### config.mk
export PLATFORM = sky130hd
export DESIGN_NAME = dpram_pingpong_writer_flat
export DESIGN_NICKNAME = d
export VERILOG_FILES = /design/src/rtl/dpram_pingpong_writer_pkg.sv /design/src/rtl/dpram_pingpong_writer_if.sv /design/src/rtl/dpram_pingpong_writer_tracker.sv /design/src/rtl/dpram_pingpong_writer.sv /design/src/flat_wrapper.sv
export SDC_FILE = /design/constraint.sdc
export NUM_CORES = 1
export LEC_CHECK = 0
export BUFFER_PORTS_ARGS = -buffer_cell sky130_fd_sc_hd__buf_4
export CAP_MARGIN = 20
export CORE_MARGIN = 3
export CORE_UTILIZATION = 51
export DETAILED_ROUTE_END_ITERATION = 8
export PLACE_DENSITY = 0.75
export SLEW_MARGIN = 5
export SYNTH_ARGS = -nofsm -noshare
export SYNTH_HDL_FRONTEND = slang
export SYNTH_SLANG_ARGS = --single-unit
### constraint.sdc
create_clock -name a_clk -period 2.2 [get_ports a_clk]
set_input_delay 0.44 -clock a_clk [delete_from_list [all_inputs] [get_ports a_clk]]
set_output_delay 0.44 -clock a_clk [all_outputs]
set_load 0.02 [all_outputs]
### src/rtl/dpram_pingpong_writer_pkg.sv
// Shared definitions for the DPRAM ping-pong writer slice.
//  - default widths of the DPRAM port A address/data and of the overflow counter
//  - frame_len(): words per ping-pong bank for a given address width
//  - bank_idx_t: index of one of the two banks (the address MSB)
package dpram_buf_pkg;

    localparam int DEF_ADDR_WIDTH = 10;
    localparam int DEF_DATA_WIDTH = 18;
    localparam int DEF_OVF_WIDTH  = 16;

    typedef logic bank_idx_t;

    // Each bank is half of the port A address space.
    function automatic int frame_len(input int addr_width);
        return 1 << (addr_width - 1);
    endfunction

endpackage

### src/rtl/dpram_pingpong_writer_if.sv
// Bus bundle between the sample source / DPRAM / frame consumer and the writer.
//  s_valid, s_data   sample offered by the upstream source
//  s_ready           writer can take a sample this cycle
//  a_addr, a_wr_data, a_wr_en   DPRAM port A write port (registered in the writer)
//  frame_vld, frame_bank        complete frame available and the bank holding it
//  frame_done        consumer release pulse for frame_bank
//  ovf_cnt           saturating count of samples offered while not ready
// The master modport is the environment side, the slave modport is the writer.
interface dpram_pingpong_writer_if
    import dpram_buf_pkg::*;
#(
    parameter int ADDR_WIDTH = DEF_ADDR_WIDTH,
    parameter int DATA_WIDTH = DEF_DATA_WIDTH,
    parameter int OVF_WIDTH  = DEF_OVF_WIDTH
);
    logic                  s_valid;
    logic                  s_ready;
    logic [DATA_WIDTH-1:0] s_data;
    logic [ADDR_WIDTH-1:0] a_addr;
    logic [DATA_WIDTH-1:0] a_wr_data;
    logic                  a_wr_en;
    logic                  frame_vld;
    bank_idx_t             frame_bank;
    logic                  frame_done;
    logic [OVF_WIDTH-1:0]  ovf_cnt;

    modport master (
        output s_valid, s_data, frame_done,
        input  s_ready, a_addr, a_wr_data, a_wr_en, frame_vld, frame_bank, ovf_cnt
    );

    modport slave (
        input  s_valid, s_data, frame_done,
        output s_ready, a_addr, a_wr_data, a_wr_en, frame_vld, frame_bank, ovf_cnt
    );
endinterface

### src/rtl/dpram_pingpong_writer_tracker.sv
// Ping-pong bank ownership tracker.
//  a_clk, tb_a_rst   clock / asynchronous active-high reset
//  clr               synchronous clear of all bank state (highest priority)
//  frame_end         the writer issues the final word of wr_bank this edge
//  frame_done        consumer releases frame_bank (ignored unless frame_vld)
//  wr_bank           bank the writer fills next
//  frame_bank        bank the consumer reads
//  wr_full           wr_bank still holds an unreleased frame (writer must stall)
//  frame_vld         frame_bank holds a complete frame
module dpram_bank_tracker
    import dpram_buf_pkg::*;
(
    input  logic      a_clk,
    input  logic      tb_a_rst,
    input  logic      clr,
    input  logic      frame_end,
    input  logic      frame_done,
    output bank_idx_t wr_bank,
    output bank_idx_t frame_bank,
    output logic      wr_full,
    output logic      frame_vld
);

    logic [1:0] bank_full;

    assign wr_full   = bank_full[wr_bank];
    assign frame_vld = bank_full[frame_bank];

    // A frame end can only happen on a non-full bank and a release only on a full one,
    // so when both fire together they touch different bits of bank_full.
    always_ff @(posedge a_clk or posedge tb_a_rst) begin
        if (tb_a_rst) begin
            bank_full  <= 2'b00;
            wr_bank    <= 1'b0;
            frame_bank <= 1'b0;
        end else if (clr) begin
            bank_full  <= 2'b00;
            wr_bank    <= 1'b0;
            frame_bank <= 1'b0;
        end else begin
            if (frame_end) begin
                bank_full[wr_bank] <= 1'b1;
                wr_bank            <= ~wr_bank;
            end
            if (frame_done && frame_vld) begin
                bank_full[frame_bank] <= 1'b0;
                frame_bank            <= ~frame_bank;
            end
        end
    end

endmodule

### src/rtl/dpram_pingpong_writer.sv
// Streams audio samples into DPRAM port A as two ping-pong frames.
//  a_clk     DPRAM port A clock, all logic on its rising edge
//  tb_a_rst  asynchronous active-high reset
//  clr       synchronous clear of frame state, write enable and overflow count
//  bus       slave side of dpram_pingpong_writer_if (sample handshake, port A
//            write port, frame announce/release, overflow count)
// Each accepted sample is written one cycle later at {wr_bank, idx}. Samples offered
// while both banks are full are dropped and counted in a saturating counter.
module dpram_pingpong_writer
    import dpram_buf_pkg::*;
#(
    parameter int ADDR_WIDTH = DEF_ADDR_WIDTH,
    parameter int DATA_WIDTH = DEF_DATA_WIDTH,
    parameter int OVF_WIDTH  = DEF_OVF_WIDTH
)(
    input  logic                     a_clk,
    input  logic                     tb_a_rst,
    input  logic                     clr,
    dpram_pingpong_writer_if.slave   bus
);

    localparam int IDX_W     = ADDR_WIDTH - 1;
    localparam int FRAME_LEN = frame_len(ADDR_WIDTH);
    localparam logic [IDX_W-1:0] LAST_IDX = IDX_W'(FRAME_LEN - 1);

    logic [IDX_W-1:0]      idx;
    logic [ADDR_WIDTH-1:0] a_addr;
    logic [DATA_WIDTH-1:0] a_wr_data;
    logic                  a_wr_en;
    logic [OVF_WIDTH-1:0]  ovf_cnt;
    bank_idx_t             wr_bank;
    bank_idx_t             frame_bank;
    logic                  wr_full;
    logic                  frame_vld;
    logic                  s_ready;
    logic                  accept;
    logic                  frame_end;

    // Ready depends only on registered state and clr, never on s_valid.
    assign s_ready   = !clr && !wr_full;
    assign accept    = bus.s_valid && s_ready;
    assign frame_end = accept && (idx == LAST_IDX);

    dpram_bank_tracker u_tracker (
        .a_clk      (a_clk),
        .tb_a_rst   (tb_a_rst),
        .clr        (clr),
        .frame_end  (frame_end),
        .frame_done (bus.frame_done),
        .wr_bank    (wr_bank),
        .frame_bank (frame_bank),
        .wr_full    (wr_full),
        .frame_vld  (frame_vld)
    );

    // idx wraps to zero on its own after the last word of a bank, which is exactly
    // the frame-end restart; the tracker flips wr_bank on the same edge.
    always_ff @(posedge a_clk or posedge tb_a_rst) begin
        if (tb_a_rst) begin
            idx       <= '0;
            a_addr    <= '0;
            a_wr_data <= '0;
            a_wr_en   <= 1'b0;
            ovf_cnt   <= '0;
        end else if (clr) begin
            idx       <= '0;
            a_wr_en   <= 1'b0;
            ovf_cnt   <= '0;
        end else begin
            a_wr_en <= accept;
            if (accept) begin
                a_addr    <= {wr_bank, idx};
                a_wr_data <= bus.s_data;
                idx       <= idx + 1'b1;
            end
            if (bus.s_valid && !s_ready && (ovf_cnt != '1)) begin
                ovf_cnt <= ovf_cnt + 1'b1;
            end
        end
    end

    assign bus.s_ready    = s_ready;
    assign bus.a_addr     = a_addr;
    assign bus.a_wr_data  = a_wr_data;
    assign bus.a_wr_en    = a_wr_en;
    assign bus.frame_vld  = frame_vld;
    assign bus.frame_bank = frame_bank;
    assign bus.ovf_cnt    = ovf_cnt;

endmodule

### src/flat_wrapper.sv
// flat-port wrapper written by rule: the top's interface ports become plain ports
module dpram_pingpong_writer_flat import dpram_buf_pkg::*;
#(
    parameter int ADDR_WIDTH = DEF_ADDR_WIDTH,
    parameter int DATA_WIDTH = DEF_DATA_WIDTH,
    parameter int OVF_WIDTH  = DEF_OVF_WIDTH
)
  (a_clk, tb_a_rst, clr, bus_s_valid, bus_s_data, bus_frame_done, bus_s_ready, bus_a_addr, bus_a_wr_data, bus_a_wr_en, bus_frame_vld, bus_frame_bank, bus_ovf_cnt);
  dpram_pingpong_writer_if #(.ADDR_WIDTH(ADDR_WIDTH), .DATA_WIDTH(DATA_WIDTH), .OVF_WIDTH(OVF_WIDTH)) bus_i ();
  input  logic a_clk;
  input  logic tb_a_rst;
  input  logic clr;
  input wire logic [$bits(bus_i.s_valid)-1:0] bus_s_valid;
  input wire logic [$bits(bus_i.s_data)-1:0] bus_s_data;
  input wire logic [$bits(bus_i.frame_done)-1:0] bus_frame_done;
  output wire logic [$bits(bus_i.s_ready)-1:0] bus_s_ready;
  output wire logic [$bits(bus_i.a_addr)-1:0] bus_a_addr;
  output wire logic [$bits(bus_i.a_wr_data)-1:0] bus_a_wr_data;
  output wire logic [$bits(bus_i.a_wr_en)-1:0] bus_a_wr_en;
  output wire logic [$bits(bus_i.frame_vld)-1:0] bus_frame_vld;
  output wire logic [$bits(bus_i.frame_bank)-1:0] bus_frame_bank;
  output wire logic [$bits(bus_i.ovf_cnt)-1:0] bus_ovf_cnt;
  assign bus_i.s_valid = bus_s_valid;
  assign bus_i.s_data = bus_s_data;
  assign bus_i.frame_done = bus_frame_done;
  assign bus_s_ready = bus_i.s_ready;
  assign bus_a_addr = bus_i.a_addr;
  assign bus_a_wr_data = bus_i.a_wr_data;
  assign bus_a_wr_en = bus_i.a_wr_en;
  assign bus_frame_vld = bus_i.frame_vld;
  assign bus_frame_bank = bus_i.frame_bank;
  assign bus_ovf_cnt = bus_i.ovf_cnt;
  dpram_pingpong_writer #(.ADDR_WIDTH(ADDR_WIDTH), .DATA_WIDTH(DATA_WIDTH), .OVF_WIDTH(OVF_WIDTH)) u_core (.a_clk(a_clk), .tb_a_rst(tb_a_rst), .clr(clr), .bus(bus_i));
endmodule
# Word-level counts from Yosys, hierarchy flattened
# Cells that the tools add are included.
[word_totals] ff_bits=58 in_bits=23 output_inout_bits=48 wordCells=59
[op_classes] add_sub_neg=2 magnitude_cmp=4 eq_ne=2 n_mux=21 bitwise_logic=6 n_reduce_logical=16
[op_table] op="16-bit two-way mux" count=2
[op_table] op="9-bit two-way mux" count=2
[op_table] op="16-bit by 1-bit adder with 16-bit output, second input constant" count=1
[op_table] op="16-bit != test, second input constant" count=1
[op_table] op="1-bit two-way mux" count=11
[op_table] op="9-bit by 1-bit adder with 9-bit output, second input constant" count=1
[op_table] op="9-bit equality test, second input constant" count=1
[op_table] op="1-bit logical AND" count=8
[op_table] op="2-bit two-way mux" count=4
[op_table] op="2-bit nonzero test" count=4
[op_table] op="1-bit by 2-bit < comparator with 1-bit output, second input constant" count=2
[op_table] op="1-bit logical NOT" count=3
[op_table] op="1-bit inverter" count=3
[op_table] op="2-bit bitwise AND" count=1
[op_table] op="1-bit demux with 1-bit select" count=2
[op_table] op="1-bit greater-or-equal comparator, second input constant" count=2
[op_table] op="2-bit inverter" count=1
[op_table] op="2-bit OR" count=1
[op_table] op="2-bit AND reduction" count=1

# Longest topological paths before layout
# Gate-level depths: netlist of run 1.
[depth] depth_word=11 depth_mapped=7

# Modules after synthesis
# Synthesis of run 1 repeated with hierarchy kept, for this count alone.
[hier_totals] hier_cells=231 area_unflattened_um2=2621.3
[by_module_without_submodules] module="dpram_pingpong_writer" n_inst=1 cells_each=211 area_per_inst_um2=2413.6
[by_module_without_submodules] module="dpram_bank_tracker" n_inst=1 cells_each=20 area_per_inst_um2=207.7

# Least setup slack after synthesis of run 1
# OpenSTA, ideal clock, no wires.
[synth_path] path_kind="reg2reg" start="reg u_core.ovf_cnt[0] (netlist: u_core.bus.ovf_cnt[0])" end="reg u_core.ovf_cnt[12] (netlist: u_core.bus.ovf_cnt[12])" setup_ns=0.078 arrival_time_ns=1.852 required_time_ns=2.122 path_slack_ns=0.270 stages_incl_launch_ff=6 synth_period_minus_slack_ns=1.930 cell_sequence="dfrtp_1 ha_1 nand3_1 a2111o_1 or4_1 a21oi_1"
[synth_via] elab_chain_len=3 elab_cells_between_ends=6 classes_between="add/sub (1); eq/ne (1); mux (2); reduce/logical (2)"
[synth_rtl] element="start: declaration" line="dpram_pingpong_writer.sv:30" rtl="logic [OVF_WIDTH-1:0] ovf_cnt;"
[synth_rtl] element="start signal: assignment" line="dpram_pingpong_writer.sv:77" rtl="ovf_cnt <= ovf_cnt + 1'b1;"
[synth_rtl] element="16-bit by 1-bit adder with 16-bit output or 16-bit != test (tied branches)" line="dpram_pingpong_writer.sv:77, dpram_pingpong_writer.sv:76"
[synth_rtl] element="16-bit two-way mux or 1-bit logical AND (tied branches)" line="dpram_pingpong_writer.sv:76" rtl="if (bus.s_valid && !s_ready && (ovf_cnt != '1)) begin"
[synth_rtl] element="16-bit two-way mux or 2-bit nonzero test (tied branches)"
# Parallel ways exist; a longest one is shown, timed or not. The select of a mux whose other input is x is not followed.
# A chain may end at the register's enable or synchronous reset.

# Worst setup path after layout of run 1
[layout_path] start="reg u_core.ovf_cnt[8] (netlist: u_core.bus.ovf_cnt[8])" end="reg u_core.ovf_cnt[11] (netlist: u_core.bus.ovf_cnt[11])"
# The elaborated chain is that of the path after synthesis.

==> flow_metrics.py, run 1 <==
metrics = {
    "power_and_ir_drop": {
        "power.share.combinational": 0.135,
        "ir_drop_mv": 0.551,
        "p_sw_uw": 596,
        "clock_power_share": 0.363,
        "swShare": 0.259,
        "internal_power_uw": 1710,
        "power_density_nw_per_um2": 666,
        "p_leak_uw": 0.00171,
        "sequentialPowerShare": 0.502,
    },
    "clock_tree": {
        "ctsLongestPathBuffers": 2,
        "hold_buffers": 0,
        "cts_buffers": 9,
        "cts_tree": "done",
        "cts_setup_buffers": 0,
        "clkLatencyLatePin_ns": 0.33,
        "clk_pin_slew_ns": 0.06,
        "clock_sinks": 58,
        "htreeDepth": 3,
        "clockRootBuffer": "clkbuf_8",
        "ctsResizeCount": 0,
    },
    "detailed_routing": {
        "wl_per_cell_um": 13.9,
        "vias": 2318,
        "via_per_inst": 5.29,
        "dr.pass1.iters": 4,
        "drtIter0Drc": 126,
        "ant_nets": 0,
        "drt-total-wl_mm": 6.07,
        "drcViolationCount": 0,
    },
    "sta": {
        "worstMarginPinSlew_ns": 0.567,
        "finalSetupTns_ns": 0,
        "grt_setup_unrepaired": "no",
        "period_minus_slack_ns": 1.94,
        "worst_slack_ns": 0.263,
        "finalCritPeriodShare": 0.880,
        "clock_skew_ns": 0.00397,
        "slew_viol_final": 0,
        "hold_viol": 0,
        "setup_violations": 0,
        "max_freq_mhz": 516,
        "maxSlewHeadroom": 0.620,
    },
    "global_routing": {
        "grt_use_total": 0.218,
        "grt_max_degree": 59,
        "grt_pass1_wl_mm": 10.4,
        "globalRouteOverflowTotal": 0,
        "grt_pass1_vias": 2219,
        "antenna_found_initial": 0,
    },
    "outcome": {
        "status": "finished clean",
    },
    "place": {
        "place.gp.congestion": 0.811,
        "place_ws_ns": 0.277,
        "place_area_um2": 3290,
        "io_buffers": 70,
        "numPlacedInstances": 423,
        "place.detailed.hpwl_mm": 4.29,
    },
    "worst_setup_path": {
        "crit_path_max_incr_delay_ns": 0.56,
        "endpoint_kind": "flip-flop",
        "required_ns": 2.46,
        "crit_path_cell_trace": "nand3_1 > or4_4 > or4_1 > a21oi_1",
        "criticalPathCategory": "flip-flop to flip-flop",
        "crit_path_start_kind": "flip-flop",
        "cp_slowest_cell": "or4_4",
        "critical_path_arrival_ns": 2.19,
        "cp_max_fo": 7,
    },
    "synthesis": {
        "synth.area.mux_share": 0.0251,
        "yosys.area.top_type": "dfrtp_1",
        "synth-compound-area-share": 0.114,
        "synth-xor-area-share": 0.00331,
        "yosys-top-cells-area": "dfrtp_1, nand2_1, a21oi_1",
        "syn_area_um2": 2650,
        "synth_fa_ha_area_frac": 0.0142,
        "synth_top_family_by_area": "simple AND/OR/NAND/NOR gates",
        "postSynthAreaPerCell_um2": 9.12,
        "synthCells": 290,
        "yosysUniqueCellTypes": 34,
        "yosys.area_share.simple": 0.258,
        "ys_warn_count": 0,
        "ys_seq_elements": 58,
        "yosys.area.top_type_share": 0.549,
        "yosysSeqAreaShare": 0.549,
        "synth_fp_nets": 316,
    },
    "floorplanning": {
        "die_x_um": 78.0,
        "core_um2": 4880,
        "rows": 25,
        "pin_count": 71,
        "die_area_um2": 6090,
        "start_util": 0.542,
        "die_h_um": 78.0,
    },
    "finish": {
        "fill_cells": 405,
        "layout.nets": 393,
        "drive_gt1_frac": 0.278,
        "final_util": 0.709,
        "final_cells": 438,
        "area_delta_synth_final_pct": 30.7,
        "final_area_um2": 3460,
        "num_antenna_cells": 0,
    },
    "job": {
        "max-cap-violations": 0,
    },
    "worst_hold_path": {
        "holdCritPathClass": "input pin to async pin",
    },
}
placed cells by master (no fill, tap or decap), drive strengths merged, types with 4 or more instances in the layout:
cell type / netlist / final
nand4: 6 / 6
nor2: 10 / 10
nand3: 12 / 12
nand2: 96 / 96
o21ai: 10 / 10
dfrtp: 58 / 58
o41ai: 4 / 4
nor4: 5 / 5
clkbuf: 10 / 12
buf: 4 / 80
or4: 10 / 10
o31ai: 8 / 8
mux2: 5 / 5
or3: 5 / 5
a21oi: 16 / 16
inv: 11 / 11
cell families (layout without fill, tap and decap cells):
group / after synthesis / count (layout)
AND/OR/NAND/NOR: 150 / 150
flip-flops: 58 / 58
AO/OA/AOI/OAI: 47 / 47
buffers and inverters: 25 / 106
multiplexers: 6 / 6
adder cells (fa/ha/maj): 3 / 3
XOR/XNOR: 1 / 1
metal layers:
layer | track usage | wire (um) | up-vias
met1 | 0.266 | 2650 | 1095
met5 | 0 | 0 | -
met2 | 0.362 | 3020 | 60
met3 | 0.0803 | 376 | 2
met4 | 0.0629 | 29 | 0
li1 | - | - | 1161
area by class of cell:
class	instances	area [um^2]	area share
Sequential cell	58	1450	0.420
Clock buffer	12	155	0.0449
Inverter	11	41.3	0.0119
Clock inverter	3	15.0	0.00434
Timing Repair Buffer	80	613	0.177
Multi-Input combinational cell	207	1100	0.318
Tap cell	67	83.8	0.0242
path summary, 6_finish.rpt:
kind                                                   start                             endpoint  slack (ns)  cells after the start
setup / recovery           u_core.bus.ovf_cnt[8]$_DFFE_PP0P_   u_core.bus.ovf_cnt[11]$_DFFE_PP0P_        0.26                      4
hold / removal                                      tb_a_rst  u_core.bus.a_wr_data[2]$_DFFE_PP0P_        0.17                      3
setup reg to reg           u_core.bus.ovf_cnt[8]$_DFFE_PP0P_   u_core.bus.ovf_cnt[11]$_DFFE_PP0P_        0.26                      4
hold reg to reg             u_core.bus.a_addr[0]$_DFFE_PP0P_     u_core.bus.a_addr[0]$_DFFE_PP0P_        0.48                      2
max in group asynchronous                           tb_a_rst     u_core.bus.a_addr[6]$_DFFE_PP0P_        1.78                      3
min in group a_clk                             bus_s_data[2]  u_core.bus.a_wr_data[2]$_DFFE_PP0P_        0.30                      3
metrics by stage:
stage / hold WS [ns] / total power, uW
finish: 0.166 / 2300
global route: 0.182 / 2420
CTS: 0.174 / 2340
detailed placement: 0.464 / 1490
global placement: 0.459 / 1490
floorplan: 0.467 / 1330
synth_stat cells:
| master | number |
|---|---|
| o311a_1 | 1 |
| mux2i_1 | 1 |
| or3b_2 | 1 |
| nor3_1 | 1 |
| o31ai_1 | 8 |
| nand4_1 | 5 |
| o21bai_1 | 1 |
| clkbuf_1 | 10 |
| nand3_1 | 12 |
| a311oi_1 | 1 |
| nor2_1 | 10 |
| buf_2 | 1 |
| o311ai_0 | 3 |
| nor4_1 | 5 |
| inv_1 | 11 |
| or3_1 | 5 |
| or4_4 | 1 |
| a21oi_1 | 16 |
| buf_1 | 3 |
| or4_1 | 9 |
| a31oi_1 | 1 |
| ha_1 | 3 |
| o21ai_0 | 9 |
| a211oi_1 | 1 |
| nand3b_1 | 1 |
| dfrtp_1 | 58 |
| nor2b_1 | 3 |
| o21ai_1 | 1 |
| nand4_2 | 1 |
| xor2_1 | 1 |
| nand2_1 | 96 |
| mux2_2 | 5 |
| a2111o_1 | 1 |
| o41ai_1 | 4 |
worst max-delay path: cells and delay by family (launching register included):
family             cells  cell delay, ns
and+or+nand+nor        3            1.25
DFF                    1            0.46
AOI/OAI and AO/OA      1            0.15
flip-flops by register name, indices dropped and copies added, names as in the netlist:
name,count
u_core.u_tracker.wr_bank,1
u_core.u_tracker.bank_full,2
u_core.idx,9
u_core.bus.a_wr_data,18
u_core.u_tracker.frame_bank,1
u_core.bus.ovf_cnt,16
u_core.bus.a_addr,10
u_core.bus.a_wr_en,1
power by group through the flow:
stage	sequential, uW	clock (uW)	combinational [uW]
floorplan	1240	0	98.7
global placement	1170	0	312
detailed placement	1170	0	317
CTS	1160	864	317
global route	1160	916	342
finish	1160	838	311
Power figures use the tool's default switching activity.
==> run 2: changes to the inputs <==
--- a/config.mk
+++ b/config.mk
@@ -11,6 +11,7 @@
 export CORE_UTILIZATION = 51
 export DETAILED_ROUTE_END_ITERATION = 8
 export PLACE_DENSITY = 0.75
+export SKIP_CTS_REPAIR_TIMING = 1
 export SLEW_MARGIN = 5
 export SYNTH_ARGS = -nofsm -noshare
 export SYNTH_HDL_FRONTEND = slang
==> constraint.sdc (replaced) <==
create_clock -name a_clk -period 2.46 [get_ports a_clk]
set_input_delay 0.492 -clock a_clk [delete_from_list [all_inputs] [get_ports a_clk]]
set_output_delay 0.492 -clock a_clk [all_outputs]
set_load 0.02 [all_outputs]
==> flow_metrics.py, run 2 (synthesized netlist as in run 1, its figures left out) <==
metrics = {
    "outcome": {
        "status": "finished clean",
    },
    "finish": {
        "final_cell_mix": "nand2_1, buf_4, dfrtp_1, a21oi_1, nand3_1",
        "largest_register_ffs": 18,
        "drive_gt1_frac": 0.273,
        "layout.nets": 392,
        "top_regs": "u_core.bus.a_wr_data x18, u_core.bus.ovf_cnt x16, u_core.bus.a_addr x10",
        "top_register": "u_core.bus.a_wr_data",
        "fill_cells": 395,
        "num_antenna_cells": 0,
        "area_delta_synth_final_pct": 30.6,
        "final_area_um2": 3450,
        "layout_commonest_cell": "nand2_1",
    },
    "global_routing": {
        "globalRouteOverflowTotal": 0,
        "grt_use_total": 0.215,
        "grt_max_degree": 59,
        "gr-usage-met3": 0.0814,
        "use_met1": 0.266,
        "antenna_found_initial": 0,
        "use_met2": 0.354,
        "grt.busiest_layer": "met2",
        "grt_pass1_wl_mm": 10.4,
        "grt_pass1_vias": 2292,
    },
    "place": {
        "io_buffers": 70,
        "place.detailed.hpwl_mm": 4.20,
        "place_ws_ns": 0.287,
        "place_area_um2": 3270,
        "place.gp.congestion": 0.822,
    },
    "sta": {
        "clock_skew_ns": 0.00518,
        "hold_viol": 0,
        "worst_slack_ns": 0.259,
        "finalCritPeriodShare": 0.895,
        "max_freq_mhz": 454,
        "slew_viol_final": 0,
        "grt_setup_unrepaired": "no",
        "period_minus_slack_ns": 2.20,
        "finalSetupTns_ns": 0,
        "maxSlewHeadroom": 0.312,
        "setup_violations": 0,
        "worstMarginPinSlew_ns": 1.02,
    },
    "worst_setup_path": {
        "crit_family": "compound AO/OA/AOI/OAI gates",
        "cp_slowest_cell": "o21ai_1",
        "worstReg2RegEnd": "u_core.bus.ovf_cnt[6]$_DFFE_PP0P_",
        "startpoint": "u_core.u_tracker.wr_bank$_DFFE_PP0P_",
        "crit_path_cell_trace": "mux2_2 > o21ai_1 > nor4_1 > mux2_2",
        "critPathMostFrequentCell": "mux2_2",
        "required_ns": 2.67,
        "reg2reg_slack_ns": 0.26,
        "crit_buf_inv": 0,
        "cp_max_fo": 17,
        "criticalPathCategory": "flip-flop to flip-flop",
        "ff2ff_path_depth": 4,
        "endpoint_kind": "flip-flop",
        "crit_path_max_incr_delay_ns": 0.79,
        "critical_path_arrival_ns": 2.41,
        "timing.rr.start": "u_core.u_tracker.wr_bank$_DFFE_PP0P_",
        "crit_path_start_kind": "flip-flop",
    },
    "power_and_ir_drop": {
        "clock_power_share": 0.389,
        "internal_power_uw": 1600,
        "swShare": 0.252,
        "p_sw_uw": 541,
        "p_leak_uw": 0.00171,
        "power.share.combinational": 0.130,
        "power_density_nw_per_um2": 621,
        "ir_drop_mv": 0.653,
        "sequentialPowerShare": 0.482,
    },
    "detailed_routing": {
        "drt-total-wl_mm": 6.08,
        "dr.pass1.iters": 4,
        "via_per_inst": 5.35,
        "drtIter0Drc": 93,
        "ant_nets": 0,
        "wl_per_cell_um": 13.9,
        "drcViolationCount": 0,
        "vias": 2337,
    },
    "clock_tree": {
        "clockRootBuffer": "clkbuf_8",
        "htreeDepth": 3,
        "clk_pin_slew_ns": 0.06,
        "clock_sinks": 58,
        "cts_tree": "done",
        "ctsLongestPathBuffers": 2,
        "clkLatencyLatePin_ns": 0.33,
        "cts_buffers": 9,
    },
    "worst_hold_path": {
        "min_from": "bus_s_data[2]",
        "min_to": "u_core.bus.a_wr_data[2]$_DFFE_PP0P_",
        "holdCritPathClass": "input pin to flip-flop",
        "hold_depth": 3,
    },
    "floorplanning": {
        "die_area_um2": 6090,
        "core_um2": 4880,
        "rows": 25,
        "die_x_um": 78.0,
        "pin_count": 71,
        "start_util": 0.542,
        "die_h_um": 78.0,
    },
    "job": {
        "max-cap-violations": 0,
    },
}
## run 2: cell types whose count changed in the layout (fill, tap and decap cells not counted)
cell	change
clkbuf_8	-1
bufinv_16	+1
clkinv_2	-1
clkbuf_1	+1
buf_12	-1
## run 2: worst register-to-register path, stage by stage, from the launching register on
cell	delay, ns
dfrtp_1	0.44
mux2_2	0.37
o21ai_1	0.79
nor4_1	0.17
mux2_2	0.31
## run 2: per-layer routing
metal	vias up	part of all wire
li1	1162	-
met1	1112	0.44
met2	57	0.50
met3	6	0.056
met4	0	0.0066
met5	-	0
## run 2: worst max-delay path by stage
stage,to,slack [ns],cells after the start
after floorplan,bus_s_ready,0.46,4
after global placement,u_core.bus.ovf_cnt[5]$_DFFE_PP0P_,0.35,4
after detailed placement,u_core.bus.ovf_cnt[6]$_DFFE_PP0P_,0.29,4
after CTS,u_core.bus.ovf_cnt[6]$_DFFE_PP0P_,0.28,4
after global routing,u_core.bus.ovf_cnt[7]$_DFFE_PP0P_,0.14,4
final,u_core.bus.ovf_cnt[6]$_DFFE_PP0P_,0.26,4
## run 2: layout make-up
type | count | area (um^2) | share of cell area
Inverter | 11 | 41.3 | 0.0120
Multi-Input combinational cell | 207 | 1100 | 0.318
Clock buffer | 12 | 145 | 0.0420
Tap cell | 67 | 83.8 | 0.0243
Sequential cell | 58 | 1450 | 0.420
Clock inverter | 3 | 40.0 | 0.0116
Timing Repair Buffer | 79 | 593 | 0.172
## run 2: power groups by stage
| stage | logic, uW | registers (uW) | clock network [uW] |
|---|---|---|---|
| finish | 278 | 1030 | 834 |
| detailed placement | 283 | 1050 | 0 |
| CTS | 283 | 1030 | 850 |
| global placement | 278 | 1050 | 0 |
| global route | 305 | 1040 | 899 |
| floorplan | 88.2 | 1110 | 0 |
## run 2: per-stage QoR
stage	hold slack, ns	utilization	instances	power [uW]
6_report	0.348	0.708	437	2150
5_1_grt	0.337	0.708	437	2240
4_1_cts	0.338	0.708	437	2170
3_5_place_dp	0.464	0.670	422	1330
3_3_place_gp	0.459	0.670	422	1330
2_1_floorplan	0.467	-	290	1190
